===== src/rtl/audio_pkg.sv =====
// Shared audio definitions: sample/gain widths, 16-bit limits, mixer FSM states
// and the signed 16-bit clamp used by the mixer and DAC-side blocks.
package audio_pkg;

   localparam int SAMPLE_W = 16;
   localparam int GAIN_W   = 4;
   localparam int PROD_W   = SAMPLE_W + GAIN_W;

   localparam logic [15:0] S16_MAX   = 16'h7FFF;
   localparam logic [15:0] S16_MIN   = 16'h8000;
   localparam int          S16_MAX_I = 32767;
   localparam int          S16_MIN_I = -32768;

   typedef enum logic [2:0] {
      ST_IDLE,
      ST_CAPT,
      ST_ACC,
      ST_SAT,
      ST_OUT
   } mix_state_t;

   function automatic logic [15:0] sat16(input logic signed [31:0] v);
      if (v > S16_MAX_I) return S16_MAX;
      if (v < S16_MIN_I) return S16_MIN;
      return v[15:0];
   endfunction

endpackage


===== src/rtl/mix_mac.sv =====
// One channel step of the mixer: signed sample times unsigned gain, added into
// a wide accumulator that cannot wrap for the configured channel count.
module mix_mac
   import audio_pkg::*;
#(
   parameter int ACC_W = 23
) (
   input  logic                clk,
   input  logic                reset_n,
   input  logic                clear,
   input  logic                en,
   input  logic [SAMPLE_W-1:0] sample,
   input  logic [GAIN_W-1:0]   gain,
   output logic [ACC_W-1:0]    acc
);

   // 16s x 4u always fits in 20 signed bits, so the truncated product is exact.
   logic signed [PROD_W-1:0] prod;

   assign prod = $signed({{GAIN_W{sample[SAMPLE_W-1]}}, sample}) *
                 $signed({{SAMPLE_W{1'b0}}, gain});

   always_ff @(posedge clk or negedge reset_n) begin
      if (!reset_n) begin
         acc <= '0;
      end else if (clear) begin
         acc <= '0;
      end else if (en) begin
         acc <= acc + ACC_W'(prod);
      end
   end

endmodule


===== src/rtl/audio_mixer.sv =====
// Per-frame stereo mixer: on each lrck rise, snapshot NCH sources, gain and sum
// them through one shared MAC per side, saturate, and present stable L/R words.
module audio_mixer
   import audio_pkg::*;
#(
   parameter int NCH     = 4,
   parameter int GAIN_SH = 3
) (
   input  logic                  clk,
   input  logic                  reset_n,
   input  logic                  lrck,
   input  logic [16*NCH-1:0]     src_l,
   input  logic [16*NCH-1:0]     src_r,
   input  logic [4*NCH-1:0]      gain,
   input  logic                  mute,
   output logic [15:0]           left,
   output logic [15:0]           right,
   output logic                  sample_stb,
   output logic                  overrun
);

   localparam int CH_W  = $clog2(NCH);
   localparam int ACC_W = PROD_W + CH_W + 1;

   mix_state_t state, state_next;

   logic                lrck_q;
   logic                start;
   logic [CH_W-1:0]     ch;
   logic [SAMPLE_W-1:0] snap_l [NCH];
   logic [SAMPLE_W-1:0] snap_r [NCH];
   logic [GAIN_W-1:0]   snap_g [NCH];
   logic                snap_mute;
   logic [ACC_W-1:0]    acc_l, acc_r;
   logic signed [ACC_W-1:0] sh_l, sh_r;
   logic [15:0]         mix_l, mix_r;

   assign start = lrck & ~lrck_q;

   always_ff @(posedge clk or negedge reset_n) begin
      if (!reset_n) state <= ST_IDLE;
      else          state <= state_next;
   end

   always_comb begin
      state_next = state;
      case (state)
         ST_IDLE: if (start) state_next = ST_CAPT;
         ST_CAPT: state_next = ST_ACC;
         ST_ACC:  if (ch == CH_W'(NCH - 1)) state_next = ST_SAT;
         ST_SAT:  state_next = ST_OUT;
         ST_OUT:  state_next = ST_IDLE;
         default: state_next = ST_IDLE;
      endcase
   end

   always_ff @(posedge clk or negedge reset_n) begin
      if (!reset_n) begin
         lrck_q     <= 1'b0;
         ch         <= '0;
         snap_mute  <= 1'b0;
         left       <= '0;
         right      <= '0;
         sample_stb <= 1'b0;
         overrun    <= 1'b0;
         for (int k = 0; k < NCH; k++) begin
            snap_l[k] <= '0;
            snap_r[k] <= '0;
            snap_g[k] <= '0;
         end
      end else begin
         lrck_q     <= lrck;
         sample_stb <= 1'b0;
         // Any new frame edge outside IDLE (OUT included) is dropped and flagged.
         if (start && state != ST_IDLE) overrun <= 1'b1;
         if (state == ST_CAPT) begin
            ch        <= '0;
            snap_mute <= mute;
            for (int k = 0; k < NCH; k++) begin
               snap_l[k] <= src_l[SAMPLE_W*k +: SAMPLE_W];
               snap_r[k] <= src_r[SAMPLE_W*k +: SAMPLE_W];
               snap_g[k] <= gain[GAIN_W*k +: GAIN_W];
            end
         end
         if (state == ST_ACC) ch <= ch + CH_W'(1);
         // Outputs load at the end of SAT so data and strobe appear together in OUT.
         if (state == ST_SAT) begin
            left       <= mix_l;
            right      <= mix_r;
            sample_stb <= 1'b1;
         end
      end
   end

   mix_mac #(.ACC_W(ACC_W)) u_mac_l (
      .clk     (clk),
      .reset_n (reset_n),
      .clear   (state == ST_CAPT),
      .en      (state == ST_ACC),
      .sample  (snap_l[ch]),
      .gain    (snap_g[ch]),
      .acc     (acc_l)
   );

   mix_mac #(.ACC_W(ACC_W)) u_mac_r (
      .clk     (clk),
      .reset_n (reset_n),
      .clear   (state == ST_CAPT),
      .en      (state == ST_ACC),
      .sample  (snap_r[ch]),
      .gain    (snap_g[ch]),
      .acc     (acc_r)
   );

   // Arithmetic shift floors toward -inf; only the shifted value is clamped.
   assign sh_l  = $signed(acc_l) >>> GAIN_SH;
   assign sh_r  = $signed(acc_r) >>> GAIN_SH;
   assign mix_l = snap_mute ? 16'h0000 : sat16(32'(sh_l));
   assign mix_r = snap_mute ? 16'h0000 : sat16(32'(sh_r));

endmodule

===== config.mk =====
export PLATFORM = sky130hd
export DESIGN_NAME = audio_mixer
export DESIGN_NICKNAME = d
export VERILOG_FILES = /design/src/rtl/audio_pkg.sv /design/src/rtl/mix_mac.sv /design/src/rtl/audio_mixer.sv
export SDC_FILE = /design/constraint.sdc
export NUM_CORES = 1
export LEC_CHECK = 0
export CAP_MARGIN = 25
export CELL_PAD_IN_SITES_DETAIL_PLACEMENT = 1
export CELL_PAD_IN_SITES_GLOBAL_PLACEMENT = 2
export CORE_MARGIN = 2
export CORE_UTILIZATION = 30
export DETAILED_ROUTE_END_ITERATION = 16
export PLACE_DENSITY = 0.79
export SYNTH_ARGS = -nofsm -noshare
export SYNTH_HDL_FRONTEND = slang
export SYNTH_SLANG_ARGS = --single-unit
export TNS_END_PERCENT = 30

===== constraint.sdc =====
create_clock -name clk -period 6.1 [get_ports clk]
set_input_delay 1.22 -clock clk [delete_from_list [all_inputs] [get_ports clk]]
set_output_delay 1.22 -clock clk [all_outputs]
set_load 0.02 [all_outputs]

==> impl_metrics.json <==
{
  "crit_slowest_cell": "mux4_2",
  "mostFrequentLayoutCells": "229 x dfrtp_1, 180 x clkdlybuf4s50_1, 163 x buf_4, 151 x nand2_1, 145 x mux2_2",
  "drc": 0,
  "area.growth.synth_to_final_pct": 37.3,
  "core-area_um2": 52300,
  "synthFlopType": "dfrtp_1",
  "cts_tree": "yes",
  "synth_nets": 1821,
  "die_x_um": 234,
  "async_flop_share_pct": 100,
  "synth_area_leaders": "dfrtp_1 37%, mux2_2 10%, ha_1 9.4%",
  "drtIter0Drc": 416,
  "avgRoutedWirePerCell_um": 17.5,
  "clock_latency_ps": 570,
  "critPathArrivalTime_ps": 6620,
  "antenna_found_initial": 1,
  "grt_overflow_total": 0,
  "crit_path_max_incr_delay_ps": 550,
  "wl_um": 44500,
  "multi_input_area_um2": 10100,
  "boundaryPins": 182,
  "grtUsageTotal_pct": 16.4,
  "clk_pin_slew_ps": 60,
  "worst_slew_pin_slew_ps": 866,
  "hpwl_um": 33600,
  "slew_headroom_pct": 42.3,
  "cp_max_fo": 7,
  "max_cap_violations": 0,
  "rrSetupSlack_ps": -30,
  "hold_viol": 0,
  "synth-seq-cells": 231,
  "seqCellArea_um2": 5780,
  "postCtsHoldBufs": 0,
  "worst_slack_ps": -29.2,
  "fillers": 5747,
  "rsz0062_at_grt": "yes",
  "drt_first_pass_iters": 4,
  "gp_congestion": 0.815,
  "rows": 84,
  "r2r_end": "u_mac_l.acc[22]$_DFFE_PN0P_",
  "grt_pass1_vias": 13341,
  "hold_class": "reg -> reg",
  "yosysTopAreaCell": "dfrtp_1",
  "root_buffer": "clkbuf_16",
  "slew_viol_final": 0,
  "worstSetupPathType": "reg -> reg",
  "start_util_pct": 30.2,
  "cts_buffers": 28,
  "yosys.area.top_type_share_pct": 36.6,
  "ant_nets": 0,
  "die_y_um": 234,
  "dp_cells": 2440,
  "startpoint_type": "flip-flop",
  "final.min_clock_period_ps": 6130,
  "vias": 12039,
  "worstHoldEndpoint": "right[12]$_DFFE_PN0P_",
  "r2r-start": "ch[0]$_DFFE_PN0P_",
  "worstSetupEndpointType": "flip-flop",
  "fin_cells": 2540,
  "grt_max_degree": 113,
  "required_ps": 6600,
  "reg2regPathDepth": 28,
  "synth_edf_count": 0,
  "syn_area_um2": 15800,
  "clockBufferDepth": 3,
  "port_buffers": 181,
  "antenna_cells": 0,
  "viasPerCell": 4.74,
  "synthCells": 1488,
  "grt_pass1_wl_um": 72400,
  "yosysSeqAreaShare_pct": 36.6,
  "finalSetupViolCount": 1,
  "drive_above_1_share_pct": 30.7,
  "fmax_mhz": 163,
  "layout.nets": 2163,
  "ys_types": 56,
  "final_common_cell": "dfrtp_1",
  "violations": "negative setup slack",
  "outcome": "complete, but fails checks",
  "dieArea_um2": 54600,
  "synth_area_per_cell_um2": 10.6,
  "worstHoldPathCells": 2,
  "fin_worst_skew_ps": 16.4,
  "fin_crit_sh_pct": 100,
  "hold_start": "right[12]$_DFFE_PN0P_",
  "clock_sinks": 231,
  "synth_warnings": 0,
  "cts.htree.levels": 1
}
==> stage by stage <==
| stage | hold WS (ps) | TNS, ps | worst slack (ps) | cell area, um2 | utilization (%) |
|---|---|---|---|---|---|
| 6_report | 464 | -29.2 | -29.2 | 21700 | 41.5 |
| 5_1_grt | 509 | -1890 | -289 | 21700 | 41.5 |
| 4_1_cts | 473 | 0 | 2.26 | 21100 | 40.3 |
| 3_5_place_dp | 460 | -1960 | -309 | 19400 | 37.1 |
| 3_3_place_gp | 452 | -480 | -132 | 19400 | 37.1 |
| 2_1_floorplan | 456 | 0 | 4.08 | 15900 | - |
==> worst max-delay path, delay by kind of cell, from the launching register on <==
family | cells | cell delay (ps)
flip-flops | 1 | 490
adder cells (fa/ha/maj) | 5 | 1900
XOR/XNOR | 1 | 130
multiplexers | 1 | 550
buffers and inverters | 7 | 720
AO/OA/AOI/OAI | 11 | 1730
AND/OR/NAND/NOR | 3 | 570
==> cells by family (layout without fill, tap and decap cells) <==
| logic type | count (synthesis) | in the layout | share of synthesized area (%) |
|---|---|---|---|
| mux | 181 | 182 | 15.5 |
| flops | 231 | 231 | 36.6 |
| xor+xnor | 72 | 72 | 3.99 |
| buf+inv | 208 | 571 | 5.01 |
| fa+ha+maj | 185 | 185 | 17.8 |
| simple gates | 352 | 352 | 10.8 |
| compound gates | 259 | 259 | 10.3 |
==> cell usage after synthesis, types with 2 or more instances <==
cell type / number
dfrtp_1: 231
inv_1: 155
nand2_1: 154
mux2_2: 145
ha_1: 119
and2_1: 103
o21ai_0: 92
fa_1: 66
a21oi_1: 57
clkbuf_1: 47
xnor2_1: 43
nor2_1: 37
mux4_2: 35
a21o_1: 30
xor2_1: 29
nand2b_1: 14
o21bai_1: 12
a31oi_1: 10
nor3_1: 9
a211oi_1: 7
a22o_1: 7
and3_1: 6
nand3_1: 6
o211ai_1: 6
o21a_1: 6
o31ai_1: 6
or2_2: 5
a211o_1: 4
nand4_1: 4
a32o_1: 3
a41oi_1: 3
buf_2: 3
nor2b_1: 3
nor3b_1: 3
or3_1: 3
a311o_1: 2
buf_1: 2
nor4_1: 2
o22ai_1: 2
==> timing repair <==
| action | 4_1_cts | 5_1_grt |
|---|---|---|
| endpoints found under the setup margin | 13 | 17 |
| gates cloned | 1 | 0 |
| pin swaps | 70 | 100 |
| setup buffers | 24 | 22 |
| resized for setup | 87 | 88 |
==> worst max-delay path by stage <==
stage	from	endpoint	slack, ps	cells after the start
after CTS	ch[0]$_DFFE_PN0P_	u_mac_r.acc[20]$_DFFE_PN0P_	2	26
final	ch[0]$_DFFE_PN0P_	u_mac_l.acc[22]$_DFFE_PN0P_	-30	28
after global placement	ch[0]$_DFFE_PN0P_	u_mac_l.acc[22]$_DFFE_PN0P_	-130	26
after global routing	ch[0]$_DFFE_PN0P_	u_mac_l.acc[22]$_DFFE_PN0P_	-290	28
after detailed placement	ch[0]$_DFFE_PN0P_	u_mac_r.acc[19]$_DFFE_PN0P_	-310	25
after floorplan	ch[0]$_DFFE_PN0P_	u_mac_r.acc[22]$_DFFE_PN0P_	4	27
==> metal layers <==
metal	wire length (um)	GRT usage, %	up-vias
li1	-	-	5785
met1	21200	23.0	6009
met2	21000	27.1	192
met3	1540	1.99	51
met4	770	3.62	2
met5	16	0	-
==> sequential cells by signal (all words and copies together), names as in the netlist, 2 cells and up <==
| register | cells |
|---|---|
| ch | 2 |
| u_mac_r.acc | 23 |
| left | 16 |
| state | 3 |
| right | 16 |
| snap_g | 16 |
| u_mac_l.acc | 23 |
| snap_l | 64 |
| snap_r | 64 |
==> final cells by class <==
| type | instances | area share, % |
|---|---|---|
| Inverter | 155 | 2.68 |
| Timing Repair Buffer | 364 | 15.5 |
| Multi-Input combinational cell | 1050 | 46.7 |
| Clock buffer | 34 | 3.57 |
| Clock inverter | 18 | 1.00 |
| Sequential cell | 231 | 26.6 |
| Tap cell | 688 | 3.97 |
Power is left out: the tool's default activity adds up to more than one toggle a clock period on the data nets, which glitch-free logic cannot reach.
